File: config.mk
export PLATFORM = sky130hd
export DESIGN_NAME = faxi_beat_gen
export DESIGN_NICKNAME = d
export VERILOG_FILES = /design/src/rtl/faxi_beat_gen.sv
export SDC_FILE = /design/constraint.sdc
export NUM_CORES = 1
export LEC_CHECK = 0
export ABC_AREA = 1
export BUFFER_PORTS_ARGS = -buffer_cell sky130_fd_sc_hd__buf_2
export CORE_UTILIZATION = 50
export CTS_CLUSTER_DIAMETER = 120
export DETAILED_ROUTE_END_ITERATION = 10
export MAX_ROUTING_LAYER = met4
export PLACE_DENSITY_LB_ADDON = 0.25
export SYNTH_ARGS = -nofsm -noshare
export SYNTH_HDL_FRONTEND = slang
export SYNTH_SLANG_ARGS = --single-unit
File: constraint.sdc
create_clock -name i_clk -period 3.8 [get_ports i_clk]
set_clock_uncertainty 0.05 [all_clocks]
set_input_delay 0.76 -clock i_clk [delete_from_list [all_inputs] [get_ports i_clk]]
set_output_delay 0.76 -clock i_clk [all_outputs]
set_load 0.03 [all_outputs]
File: src/rtl/faxi_beat_gen.sv
// AXI4 burst-to-beat address sequencer: takes one AR/AW-style request
// and walks FIXED/INCR/WRAP beat addresses out over a valid/ready port.
module faxi_beat_gen #(
  parameter int AW = 32
) (
  input  logic          i_clk,
  input  logic          i_reset,
  input  logic          i_req_valid,
  output logic          o_req_ready,
  input  logic [AW-1:0] i_req_addr,
  input  logic [7:0]    i_req_len,
  input  logic [2:0]    i_req_size,
  input  logic [1:0]    i_req_burst,
  output logic          o_beat_valid,
  input  logic          i_beat_ready,
  output logic [AW-1:0] o_beat_addr,
  output logic [7:0]    o_beat_idx,
  output logic          o_beat_last,
  output logic          o_busy
);

  typedef enum logic {
    S_IDLE,
    S_BURST
  } state_e;

  localparam logic [1:0] B_FIXED = 2'b00;
  localparam logic [1:0] B_INCR  = 2'b01;
  localparam logic [1:0] B_WRAP  = 2'b11;

  state_e        state_q, state_d;
  logic [AW-1:0] addr_q, addr_d;
  logic [7:0]    idx_q, idx_d;
  logic [7:0]    len_q, len_d;
  logic [2:0]    size_q, size_d;
  logic [1:0]    burst_q, burst_d;
  logic          valid_q, valid_d;

  logic [AW-1:0] step;
  logic [AW-1:0] incr_addr;
  logic [AW-1:0] wrap_mask;
  logic [AW-1:0] next_addr;
  logic [3:0]    wrap_lg;
  logic          req_wrap_ok;
  logic [1:0]    req_burst_s;
  logic          beat_hs;
  logic          last;

  assign step      = AW'(1) << size_q;
  assign incr_addr = (addr_q + step) & ~(step - AW'(1));
  assign last      = (idx_q == len_q);
  assign beat_hs   = valid_q & i_beat_ready;

  // Wrap boundary spans (len+1) beats; only legal wrap lengths latch as WRAP.
  always_comb begin
    wrap_lg = 4'd0;
    case (len_q)
      8'd1:    wrap_lg = 4'd1;
      8'd3:    wrap_lg = 4'd2;
      8'd7:    wrap_lg = 4'd3;
      8'd15:   wrap_lg = 4'd4;
      default: wrap_lg = 4'd0;
    endcase
  end

  assign wrap_mask = (AW'(1) << (4'(size_q) + wrap_lg)) - AW'(1);

  always_comb begin
    next_addr = incr_addr;
    case (burst_q)
      B_FIXED: next_addr = addr_q;
      B_WRAP:  next_addr = (addr_q & ~wrap_mask)
                         | (incr_addr & wrap_mask);
      default: next_addr = incr_addr;
    endcase
  end

  assign req_wrap_ok = (i_req_len == 8'd1) || (i_req_len == 8'd3)
                    || (i_req_len == 8'd7) || (i_req_len == 8'd15);

  always_comb begin
    req_burst_s = i_req_burst;
    if (i_req_burst == 2'b10)
      req_burst_s = B_FIXED;
    else if (i_req_burst == B_WRAP && !req_wrap_ok)
      req_burst_s = B_INCR;
  end

  always_comb begin
    state_d = state_q;
    addr_d  = addr_q;
    idx_d   = idx_q;
    len_d   = len_q;
    size_d  = size_q;
    burst_d = burst_q;
    valid_d = valid_q;
    unique case (state_q)
      S_IDLE: begin
        if (i_req_valid) begin
          len_d   = i_req_len;
          size_d  = i_req_size;
          burst_d = req_burst_s;
          addr_d  = i_req_addr;
          idx_d   = 8'd0;
          valid_d = 1'b1;
          state_d = S_BURST;
        end
      end
      S_BURST: begin
        if (beat_hs) begin
          if (last) begin
            valid_d = 1'b0;
            state_d = S_IDLE;
          end else begin
            addr_d = next_addr;
            idx_d  = idx_q + 8'd1;
          end
        end
      end
      default: state_d = S_IDLE;
    endcase
  end

  always_ff @(posedge i_clk or posedge i_reset) begin
    if (i_reset) begin
      state_q <= S_IDLE;
      addr_q  <= '0;
      idx_q   <= '0;
      len_q   <= '0;
      size_q  <= '0;
      burst_q <= B_FIXED;
      valid_q <= 1'b0;
    end else begin
      state_q <= state_d;
      addr_q  <= addr_d;
      idx_q   <= idx_d;
      len_q   <= len_d;
      size_q  <= size_d;
      burst_q <= burst_d;
      valid_q <= valid_d;
    end
  end

  // Ready is held low for as long as reset is asserted.
  assign o_req_ready  = (state_q == S_IDLE) && !i_reset;
  assign o_beat_valid = valid_q;
  assign o_beat_addr  = addr_q;
  assign o_beat_idx   = idx_q;
  assign o_beat_last  = last;
  assign o_busy       = (state_q == S_BURST);

endmodule

# Word level (Yosys, flattened, before mapping)
# Cells that the tools add are included.
word_totals:
  regBits: 55
  n_memories: 0
  out_inout_bits: 44
  in_bits: 49
  rom_bits: 0
  latch_bits: 0
  mem_bits_rw: 0
  elab_cells: 71
op_classes:
  n_addsub: 5
  muxes: 20
  mul: 0
  bitwise_logic: 8
  eq_ne: 17
  n_reduce_logical: 12
  order_cmp: 0
  n_shift: 2
  div_mod_pow: 0
op_table:
  columns: ["operator", "count"]
  rows:
  - ["$pmux W32 S2", 2]
  - ["$and A32 B32 Y32", 3]
  - ["$mux W32", 3]
  - ["$not A32 Y32", 2]
  - ["$add A32 B32 Y32", 1]
  - ["$or A32 B32 Y32", 1]
  - ["$shl A1 B3 Y32 const A", 1]
  - ["$shl A1 B4 Y32 const A", 1]
  - ["$sub A32 B1 Y32 const B", 1]
  - ["$sub A32 B2 Y32 const B", 1]
  - ["$mux W8", 3]
  - ["$eq A8 B1 Y1 const B", 2]
  - ["$eq A8 B2 Y1 const B", 2]
  - ["$eq A8 B3 Y1 const B", 2]
  - ["$eq A8 B4 Y1 const B", 2]
  - ["$pmux W8 S2", 1]
  - ["$pmux W3 S4", 1]
  - ["$add A8 B1 Y8 const B", 1]
  - ["$eq A8 B8 Y1", 1]
  - ["$ne A2 B2 Y1 const B", 4]
  - ["$eq A2 B2 Y1 const B", 3]
  - ["$mux W1", 6]
  - ["$reduce_and A3 Y1", 2]
  - ["$add A3 B4 Y4", 1]
  - ["11 further kinds", 17]

# Depth between registers and ports, before layout
# Gate-level depths: netlist of the first run.
depth:
  ltp_word: 12
  mapped_depth: 21
  depth_no_buf: 21

# Worst setup path before layout of the first run
# No wires, ideal clock.
synth_path:
  kind: "register to register"
  from: "reg len_q[7]"
  to: "reg (tool-made name)"
  setup_ns: 0.118
  path_buffers: 0
  path_stages_with_launch: 20
  t_arrival_ns: 2.899
  setup_slack_ns: 0.733
  t_required_ns: 3.632
  cell_sequence: "dfrtp_1 -> nor4_1 -> nand3_1 -> a21oi_1 -> ha_1 -> inv_1 -> fa_1 -> inv_1 -> nand2_1 -> nand2_2 -> nand2_2 -> nor2_1 -> nand2_1 -> ha_1 -> nand2_4 -> clkinv_2 -> o211ai_1 -> nand2_1 -> nand2_1 -> nand2_1"
synth_lines:
  columns: ["item", "line_no", "rtl"]
  rows:
  - ["start, declared", "34", "logic [7:0] len_q, len_d;"]
  - ["start signal, assigned", "137", "len_q <= len_d;"]

==> results.md, run 1 <==
* Outcome: completed
* Worst reg2reg path startpoint: len_q[7]$_DFFE_PP0P_
* Crit Path Max Fanout at 7
* Max_cap viols at 0
* Total CTS buffers at 5
* Die area at 0.0105 mm^2
* Startpoint types: flop
* Clock sink count at 55
* Layout cell share with drive strength beyond 1 at 16.2%
* HP Class: primary input to asynchronous set/reset pin
* Synth top area share at 27.3%
* Fillers at 1044
* Final design utilization at 58.0%
* Final nets at 976
* # Post-CTS Setup Buffers at 0
* GR Util All Layers at 29.1%
* Critical path class: flop to flop
* Commonest non-fill, non-tap cell in the layout: nand2_1
* DR iter-0 viols at 334
* First-pass GRT wire length at 22700 um
* Max Freq at 0.290 GHz
* Period minus WS final at 3.44 ns
* Top sig layer: met4
* WL per Instance at 13.6 um
* FF-to-FF path depth at 19
* Worst VDD drop at 0.262 mV
* Vias in the first global route at 4674
* Max-slew violation count at 0
* Post-Route WL at 14200 um
* Met1 WL at 6540 um
* Synth Instances at 827
* Synth cell types at 50
* Via Count at 5350
* Largest net degree at the start of global routing at 34
* Worst-margin pin slew at 0.712 ns
* CTS resizes at 0
* Relative slew slack at 52.5%
* Vias per cell at 5.12
* Post-synthesis area per instance at 6.09 um^2
* Die Wd at 102 um
* Reg clk slew, reported paths at 0.12 ns
* ANT nets after route at 0
* Setup violators final at 0
* Post-Syn Nets at 893
* Top cells by area, synth: dfrtp_1 (27%), nand2_1 (23%), inv_1 (8.1%)
* Root buffer cell: clkbuf_8
* Die Y at 102 um
* CTS H-Tree Depth at 2
* Area of the mapped netlist at 0.00504 mm^2
* Placement Cell Area at 0.00558 mm^2
* Clock buffer depth at 2
* Area Overhead vs Synth at 12.4%
* Sequential area share after synthesis at 27.3%
* RSZ-0062 raised after global routing: false
* Biggest area consumer among synthesized cells: dfrtp_1
* Row count at 36
* Total core area at 0.00977 mm^2
* DR WL met3 at 756 um
* Commonest non-fill, non-tap cells in the layout: nand2_1 (303), inv_1 (108), buf_2 (92)
* Hold Fails Final Rpt at 0
* I/O Pins at 93
* Crit. End Element: flop
* Diode count at 0
* Initial core utilization at 51.6%
* FF-to-FF setup slack at 0.36 ns
* DR pass1 iterations at 5
* Post-DP HPWL at 11100 um
* Pleak at 0.00312 uW
* Clk Latency, worst-skew pair at 0.33 ns
* WP data arrival at 3.62 ns
* TritonCTS clock tree: done
* Initial antenna violation count at 0
* # DRC at 0
* Pwr per Cell Area at 634 mW/mm^2
* Setup TNS at 0 ns
* Final Instance Area at 0.00567 mm^2
* CP startpoint: len_q[7]$_DFFE_PP0P_
* Hold_buf cts at 0
* Yosys warnings at 0
* Port Buffers at 92
* Worst EP required at 3.98 ns
* Routability congestion estimate at 0.978
* #FFs+latches synth at 55
* Total gr overflow at 0
* Final Cycle Share at 90.6%
* Metal2 WL at 6570 um
-- area by class of cell --
cell class	count	area, um^2	share of cell area (%)
inverter	120	452	7.97
tap	133	166	2.94
multi-input combinational	633	3100	54.7
sequential	55	1380	24.3
clock buffer	5	68.8	1.21
clock inverter	3	22.5	0.397
timing repair buffer	95	483	8.52
-- critical path: stages (launching register included) --
cell,delay [ns]
dfrtp_1,0.42
nor4_1,0.39
nand3_1,0.11
a21oi_1,0.14
ha_1,0.17
inv_1,0.08
fa_1,0.41
inv_1,0.09
nand2_1,0.06
nand2_2,0.17
nand2_2,0.10
nor2_1,0.13
nand2_1,0.12
ha_1,0.26
nand2_4,0.10
clkinv_2,0.08
o211ai_1,0.25
nand2_1,0.09
nand2_1,0.07
nand2_1,0.04
-- power by group --
part	total, uW	internal (uW)	switching, uW	leakage, uW
sequential	1080	784	298	0.000695
combinational	2140	701	1440	0.00238
clock	367	135	233	0.0000489
total	3590	1620	1970	0.00312
-- cell usage after synthesis, drive strengths merged --
master   instances
a21boi           6
a21o             1
a21oi           18
a221oi           1
a22oi            1
a32o             1
and2             1
and3             2
buf             12
clkbuf           7
clkinv           2
dfrtp           55
fa               2
ha              15
inv            118
nand2          315
nand3           75
nand3b           4
nand4           21
nor2            85
nor3            12
nor4             4
o2111ai          2
o211ai           5
o21ai           46
o21bai           1
o22ai            1
or2              2
xnor2            8
xor2             4
-- logic make-up after synthesis --
logic type,after synthesis,share of synthesized area [%]
AO/OA/AOI/OAI,83,9.73
XOR/XNOR,12,2.09
adder cells (fa/ha/maj),17,4.52
buffers and inverters,139,11.2
flip-flops,55,27.3
AND/OR/NAND/NOR,521,45.1
-- through the flow --
stage                     hold slack (ns)  cells  total power (uW)  setup slack [ns]
after floorplan                     0.434    827              2700             0.733
after global placement              0.455   1036              3200             0.426
after detailed placement            0.463   1036              3220             0.354
after CTS                           0.426   1044              3580             0.325
after global routing                0.456   1044              3910            0.0231
final                               0.406   1044              3590             0.357
-- routing by layer --
layer / vias to the layer above / track usage (%)
li1: 2787 / -
met2: 169 / 46.9
met5: - / -
met3: 25 / 3.01
met4: 0 / 9.45
met1: 2369 / 38.2
-- how the worst min path moves through the flow --
stage                                     end  slack, ns  cells past startpoint
floorplan                len_q[7]$_DFFE_PP0P_       0.43                      2
global placement         len_q[7]$_DFFE_PP0P_       0.45                      2
detailed placement       len_q[7]$_DFFE_PP0P_       0.46                      2
CTS                      len_q[6]$_DFFE_PP0P_       0.43                      2
global route        o_beat_idx[1]$_DFFE_PP0P_       0.46                      2
finish              o_beat_idx[1]$_DFFE_PP0P_       0.41                      2
Note: power is estimated with default switching activity, not from simulation.
==> inputs of run 2 (changes only) <==
CORE_ASPECT_RATIO = 0.5   (was default)
RECOVER_POWER = 25   (was default)
==> run 2 against run 1 <==
Against the previous run: die area grew 0.24%; largest cell class unchanged; sequential power is essentially flat; sequential share of layout area shrank 0.43 points; core utilization grew 2.1 points; the run now ends with max-capacitance violations, max-slew violations left; non-clock buffer count grew 1; first-iteration DRC count grew 46%; critical path depth grew 2; global-route usage grew 2.3 points.
==> results.md, run 2 (same netlist as run 1, synthesis figures left out) <==
* Final nets at 977 (+0.10%)
* Row count at 25 (-31%)
* CTS H-Tree Depth at 2 (unchanged)
* Max Freq at 0.284 GHz (-2.1%)
* Clock power frac at 14.5% (+4.3 points)
* Die Wd at 144 um (+41%)
* Crit. End Element: flop
* Relative slew slack at -6.71% (-59 points)
* GR Util All Layers at 31.3% (+2.3 points)
* Total gr overflow at 0 (unchanged)
* Clock sink count at 55 (unchanged)
* Root buffer cell: clkbuf_16
* I/O Pins at 93 (unchanged)
* # DRC at 0 (unchanged)
* Violated checks: max-capacitance violations, max-slew violations
* Startpoint types: flop
* P_int at 1810 uW (+12%)
* Global Route met3 Usage at 6.96% (+3.9 points)
* Reg clk slew, reported paths at 0.08 ns (-0.04 ns)
* TritonCTS clock tree: done
* Setup TNS at 0 ns (unchanged)
* Register share of total power at 28.5% (-1.6 points)
* Pwr per Cell Area at 672 mW/mm^2 (+6.0%)
* Psw at 2060 uW (+4.6%)
* ANT nets after route at 0 (unchanged)
* Critical path class: flop to flop
* Part of the power in combinational logic at 56.9% (-2.7 points)
* Post-Route WL at 15200 um (+6.7%)
* Clk Latency, worst-skew pair at 0.31 ns (-0.02 ns)
* RSZ-0062 raised after global routing: false
* WP data arrival at 3.68 ns (+0.06 ns)
* FF-to-FF setup slack at 0.28 ns (-0.08 ns)
* Post-DP HPWL at 11800 um (+6.3%)
* Largest net degree at the start of global routing at 33 (-2.9%)
* Max-slew violation count at 30 (+30)
* Non-Filler Instances at 1047 (+0.29%)
* Worst-margin pin slew at 1.60 ns (+0.889 ns)
* Pleak at 0.00316 uW (+1.1%)
* Hold Fails Final Rpt at 0 (unchanged)
* Met2 usage at 46.3% (-0.61 points)
* Via Count at 5541 (+3.6%)
* Diode count at 0 (unchanged)
* Worst EP required at 3.96 ns (-0.02 ns)
* DR pass1 iterations at 5 (unchanged)
* Critical Path Max Stage Delay at 0.43 ns (about the same)
* Final Instance Area at 0.00577 mm^2 (+1.8%)
* Crit-path most repeated cell: nand2_1
* DR iter-0 viols at 486 (+46%)
* Port Buffers at 92 (unchanged)
* Routability congestion estimate at 0.999 (+2.1%)
* Max_cap viols at 1 (+1)
* Die Y at 73.0 um (-29%)
* Total core area at 0.00960 mm^2 (-1.8%)
* Switching share of power at 53.3% (-1.7 points)
* First-pass GRT wire length at 24500 um (+7.9%)
* Initial antenna violation count at 0 (unchanged)
* WL per Instance at 14.5 um (+6.4%)
* CP bufs+invs at 3 (unchanged)
* GRT busiest layer: met2
* Vias per cell at 5.29 (+3.3%)
* Inst Count DP at 1039 (+0.29%)
* CP Cell Sequence: nor4_4 > nand3_1 > a21oi_1 > ha_1 > inv_1 > fa_1 > inv_1 > nand2_1 > nand2_4 > nand2_2 > nor2_1 > nand2_1 > ha_1 > nand2_4 > clkinv_2 > nand3_1 > nand2_1 > nand3_1 > nand2_1 > nand2_1 > nand2_1
* Period minus WS final at 3.52 ns (+0.0755 ns)
* Clock buffer depth at 2 (unchanged)
* CP max-delay cell: dfrtp_1
* Area Overhead vs Synth at 14.5%
* Worst VDD drop at 0.409 mV (+56%)
* Layout cell share with drive strength beyond 1 at 16.1% (-0.13 points)
* Vias in the first global route at 4894 (+4.7%)
* Die area at 0.0105 mm^2 (+0.24%)
* # Post-CTS Setup Buffers at 0 (unchanged)
* Met1 usage at 42.7% (+4.5 points)
* Commonest non-fill, non-tap cells in the layout: nand2_1 (303), inv_1 (109), buf_2 (92)
* HP Class: flop to flop
* Final Cycle Share at 92.6% (+2.0 points)
* Hold_buf cts at 0 (unchanged)
* Outcome: complete, but fails checks
* Commonest non-fill, non-tap cell in the layout: nand2_1
* Setup violators final at 0 (unchanged)
* Crit path max-delay family: simple AND/OR/NAND/NOR gates
* Crit Path Max Fanout at 7 (unchanged)
* Total CTS buffers at 5 (unchanged)
* Placement Cell Area at 0.00559 mm^2 (+0.18%)
* Initial core utilization at 52.5% (+0.92 points)
-- run 2: tightest hold or removal path, stage by stage (launching register included) --
cell,delay (ns)
dfrtp_1,0.38
nand2_1,0.06
nand2_1,0.05
-- run 2: worst paths after layout --
path,from,to,depth (start not counted)
setup / recovery,len_q[7]$_DFFE_PP0P_,flop,21
hold / removal,burst_q[0]$_DFFE_PP0P_,burst_q[0]$_DFFE_PP0P_,2
setup reg to reg,len_q[7]$_DFFE_PP0P_,flop,21
hold reg to reg,burst_q[0]$_DFFE_PP0P_,burst_q[0]$_DFFE_PP0P_,2
max in group asynchronous,i_reset,burst_q[1]$_DFFE_PP0P_,3
min in group asynchronous,i_reset,asynchronous set/reset pin,2
-- run 2: power by group through the flow --
| stage | logic, uW | clock network, uW | registers, uW |
|---|---|---|---|
| 2_1_floorplan | 1420 | 0 | 1280 |
| 6_report | 2210 | 563 | 1110 |
| 3_3_place_gp | 2140 | 0 | 1100 |
| 3_5_place_dp | 2170 | 0 | 1100 |
| 4_1_cts | 2180 | 568 | 1090 |
| 5_1_grt | 2470 | 588 | 1140 |
-- run 2: layout make-up --
class                           count  area, um^2
Fill cell                         983        3830
Inverter                          120         452
Tap cell                          135         169
Multi-Input combinational cell    633        3120
Clock buffer                        5         125
Sequential cell                    55        1380
Clock inverter                      3        46.3
Timing Repair Buffer               96         483
-- run 2: repair_timing --
| item | in CTS | in global routing |
|---|---|---|
| endpoints found under the hold margin | 0 | 0 |
| resized for setup | 0 | 3 |
| endpoints found under the setup margin | 0 | 16 |
-- run 2: through the flow --
| step | util (%) | power, uW | setup slack [ns] | hold WS, ns |
|---|---|---|---|---|
| after floorplan | - | 2700 | 0.733 | 0.434 |
| after global placement | 58.2 | 3240 | 0.413 | 0.451 |
| after detailed placement | 58.2 | 3260 | 0.191 | 0.460 |
| after CTS | 59.9 | 3830 | 0.166 | 0.478 |
| after global routing | 60.1 | 4190 | 0.0269 | 0.508 |
| final | 60.1 | 3880 | 0.282 | 0.472 |
-- run 2: per-layer routing --
| metal | part of all wire (%) | routed length [um] | vias to the layer above |
|---|---|---|---|
| met5 | 0 | 0 | - |
| met4 | 1.7 | 253 | 0 |
| met3 | 8.7 | 1320 | 30 |
| met2 | 42 | 6300 | 226 |
| met1 | 48 | 7290 | 2499 |
| li1 | - | - | 2786 |
==> inputs of run 3 (changes only) <==
RECOVER_POWER = default   (was 25)
==> run 3 against run 2 <==
Against the previous run: the flow now finishes without violations; die area is the same; count of clock-buffer cells in the layout stayed put; wire length is essentially flat; sequential power about the same; combinational power about the same; setup slack worse by 0.013 ns; power about the same; critical path depth stayed put; critical path type unchanged; sequential share of layout area about the same; sequential cell count unchanged; core utilization up 0.078 points; cell count is the same.
==> results.md, run 3 (same netlist as run 1, synthesis figures left out) <==
* Pleak at 0.00316 uW (+0.22%)
* Via Count at 5536 (-0.090%)
* CTS resizes at 0 (unchanged)
* Total core area at 0.00960 mm^2 (unchanged)
* Period minus WS final at 3.53 ns (+0.0129 ns)
* CTS H-Tree Depth at 2 (unchanged)
* Diode count at 0 (unchanged)
* Max_cap viols at 0 (-1)
* Die area at 0.0105 mm^2 (unchanged)
* Worst VDD drop at 0.409 mV (about the same)
* DR iter-0 viols at 486 (unchanged)
* Pwr per Cell Area at 671 mW/mm^2 (about the same)
* Metal2 WL at 6300 um (about the same)
* WL per Instance at 14.5 um (about the same)
* Final Instance Area at 0.00578 mm^2 (+0.13%)
* Final Cycle Share at 92.9% (+0.34 points)
* Worst EP required at 3.96 ns (about the same)
* Crit. End Element: flop
* GR Util All Layers at 31.3% (unchanged)
* Commonest non-fill, non-tap cell in the layout: nand2_1
* Total CTS buffers at 5 (unchanged)
* Clock sink count at 55 (unchanged)
* Largest net degree at the start of global routing at 33 (unchanged)
* Clock buffer depth at 2 (unchanged)
* CP max-delay cell: dfrtp_1
* Critical path class: flop to flop
* Top sig layer: met4
* Routability congestion estimate at 0.999 (unchanged)
* # Post-CTS Setup Buffers at 0 (unchanged)
* Placement Cell Area at 0.00559 mm^2 (unchanged)
* Max Freq at 0.283 GHz (-0.36%)
* Root buffer cell: clkbuf_16
* DR WL met3 at 1320 um (-0.38%)
* Crit-path most repeated cell: nand2_1
* HP Class: flop to flop
* Setup TNS at 0 ns (unchanged)
* Worst-margin pin slew at 0.668 ns (-0.932 ns)
* Vias in the first global route at 4894 (unchanged)
* ANT nets after route at 0 (unchanged)
* WP data arrival at 3.69 ns (about the same)
* Initial core utilization at 52.5% (unchanged)
* Layout cell share with drive strength beyond 1 at 16.4% (+0.33 points)
* Crit Path Max Fanout at 7 (unchanged)
* Initial antenna violation count at 0 (unchanged)
* Final nets at 977 (unchanged)
* Startpoint types: flop
* CP startpoint: len_q[7]$_DFFE_PP0P_
* Clk Latency, worst-skew pair at 0.31 ns (about the same)
* Post-DP HPWL at 11800 um (unchanged)
* Met1 WL at 7310 um (+0.22%)
* Max-slew violation count at 0 (-100%)
* Hold path depth at 2 (unchanged)
* DR pass1 iterations at 5 (unchanged)
* Fillers at 982 (-0.10%)
* Reg area at 0.00138 mm^2 (unchanged)
* Reg clk slew, reported paths at 0.08 ns (about the same)
* Setup violators final at 0 (unchanged)
* Commonest non-fill, non-tap cells in the layout: nand2_1 (303), inv_1 (108), buf_2 (92)
* Die Y at 73.0 um (unchanged)
* Hold Fails Final Rpt at 0 (unchanged)
* Area Overhead vs Synth at 14.6%
* Die Wd at 144 um (unchanged)
* # DRC at 0 (unchanged)
* Dpl ws at 0.191 ns (unchanged)
* FF-to-FF path depth at 21 (unchanged)
* Critical Path Max Stage Delay at 0.43 ns (about the same)
* Post-Route WL at 15200 um (about the same)
* CP Cell Sequence: nor4_4 > nand3_1 > a21oi_1 > ha_1 > inv_1 > fa_1 > inv_1 > nand2_1 > nand2_4 > nand2_2 > nor2_1 > nand2_1 > ha_1 > nand2_4 > clkinv_2 > nand3_1 > nand2_1 > nand3_1 > nand2_1 > nand2_1 > nand2_1
* Row count at 25 (unchanged)
* Relative slew slack at 55.4% (+62 points)
* Worst reg2reg path startpoint: len_q[7]$_DFFE_PP0P_
* Total gr overflow at 0 (unchanged)
* Hold_buf cts at 0 (unchanged)
* Final design utilization at 60.2% (+0.078 points)
* Final WS setup at 0.269 ns (-0.0129 ns)
* RSZ-0062 raised after global routing: false
* Multi-input logic area at 0.00312 mm^2 (unchanged)
* TritonCTS clock tree: done
* Outcome: completed
* I/O Pins at 93 (unchanged)
* First-pass GRT wire length at 24500 um (unchanged)
* FF-to-FF setup slack at 0.27 ns (about the same)
* Vias per cell at 5.29 (about the same)
* Port Buffers at 92 (unchanged)
run 3: cell count changes in the layout (fill, tap and decap cells not counted), sizes merged:
cell and change:
buf +2, clkbuf -2
run 3: power breakdown:
part           switching [uW]  internal (uW)  total [uW]  leakage (uW)
sequential                321            785        1110      0.000695
clock                     249            315         564     0.0000804
combinational            1500            713        2210       0.00239
run 3: worst max-delay path, delay by kind of cell, from the launching register on:
family	cells	cell delay, ns
AO/OA/AOI/OAI	1	0.14
adder cells (fa/ha/maj)	3	0.86
buffers and inverters	3	0.29
flip-flops	1	0.43
AND/OR/NAND/NOR	14	1.64
run 3: worst min path at each step:
stage / from / endpoint / slack (ns)
detailed placement: burst_q[0]$_DFFE_PP0P_ / burst_q[0]$_DFFE_PP0P_ / 0.46
finish: burst_q[0]$_DFFE_PP0P_ / burst_q[0]$_DFFE_PP0P_ / 0.47
global route: flop / flop / 0.51
floorplan: len_q[7]$_DFFE_PP0P_ / len_q[7]$_DFFE_PP0P_ / 0.43
CTS: burst_q[0]$_DFFE_PP0P_ / burst_q[0]$_DFFE_PP0P_ / 0.48
global placement: burst_q[0]$_DFFE_PP0P_ / burst_q[0]$_DFFE_PP0P_ / 0.45
run 3: final cells by class:
type / instances / share of cell area, %
Clock buffer: 5 / 2.17
Timing Repair Buffer: 96 / 8.49
Multi-Input combinational cell: 633 / 54.0
Clock inverter: 3 / 0.801
Sequential cell: 55 / 23.8
Tap cell: 135 / 2.92
Inverter: 120 / 7.82
run 3: routing by layer:
layer,up-vias,track usage (%)
met5,-,-
met3,30,6.96
met2,226,46.3
met1,2495,42.7
met4,0,9.46
li1,2785,-
run 3: through the flow:
step / hold WS (ns) / std cells / total power (uW)
after floorplan: 0.434 / 827 / 2700
after global placement: 0.451 / 1039 / 3240
after detailed placement: 0.460 / 1039 / 3260
after CTS: 0.478 / 1047 / 3830
after global routing: 0.508 / 1047 / 4190
final: 0.472 / 1047 / 3880
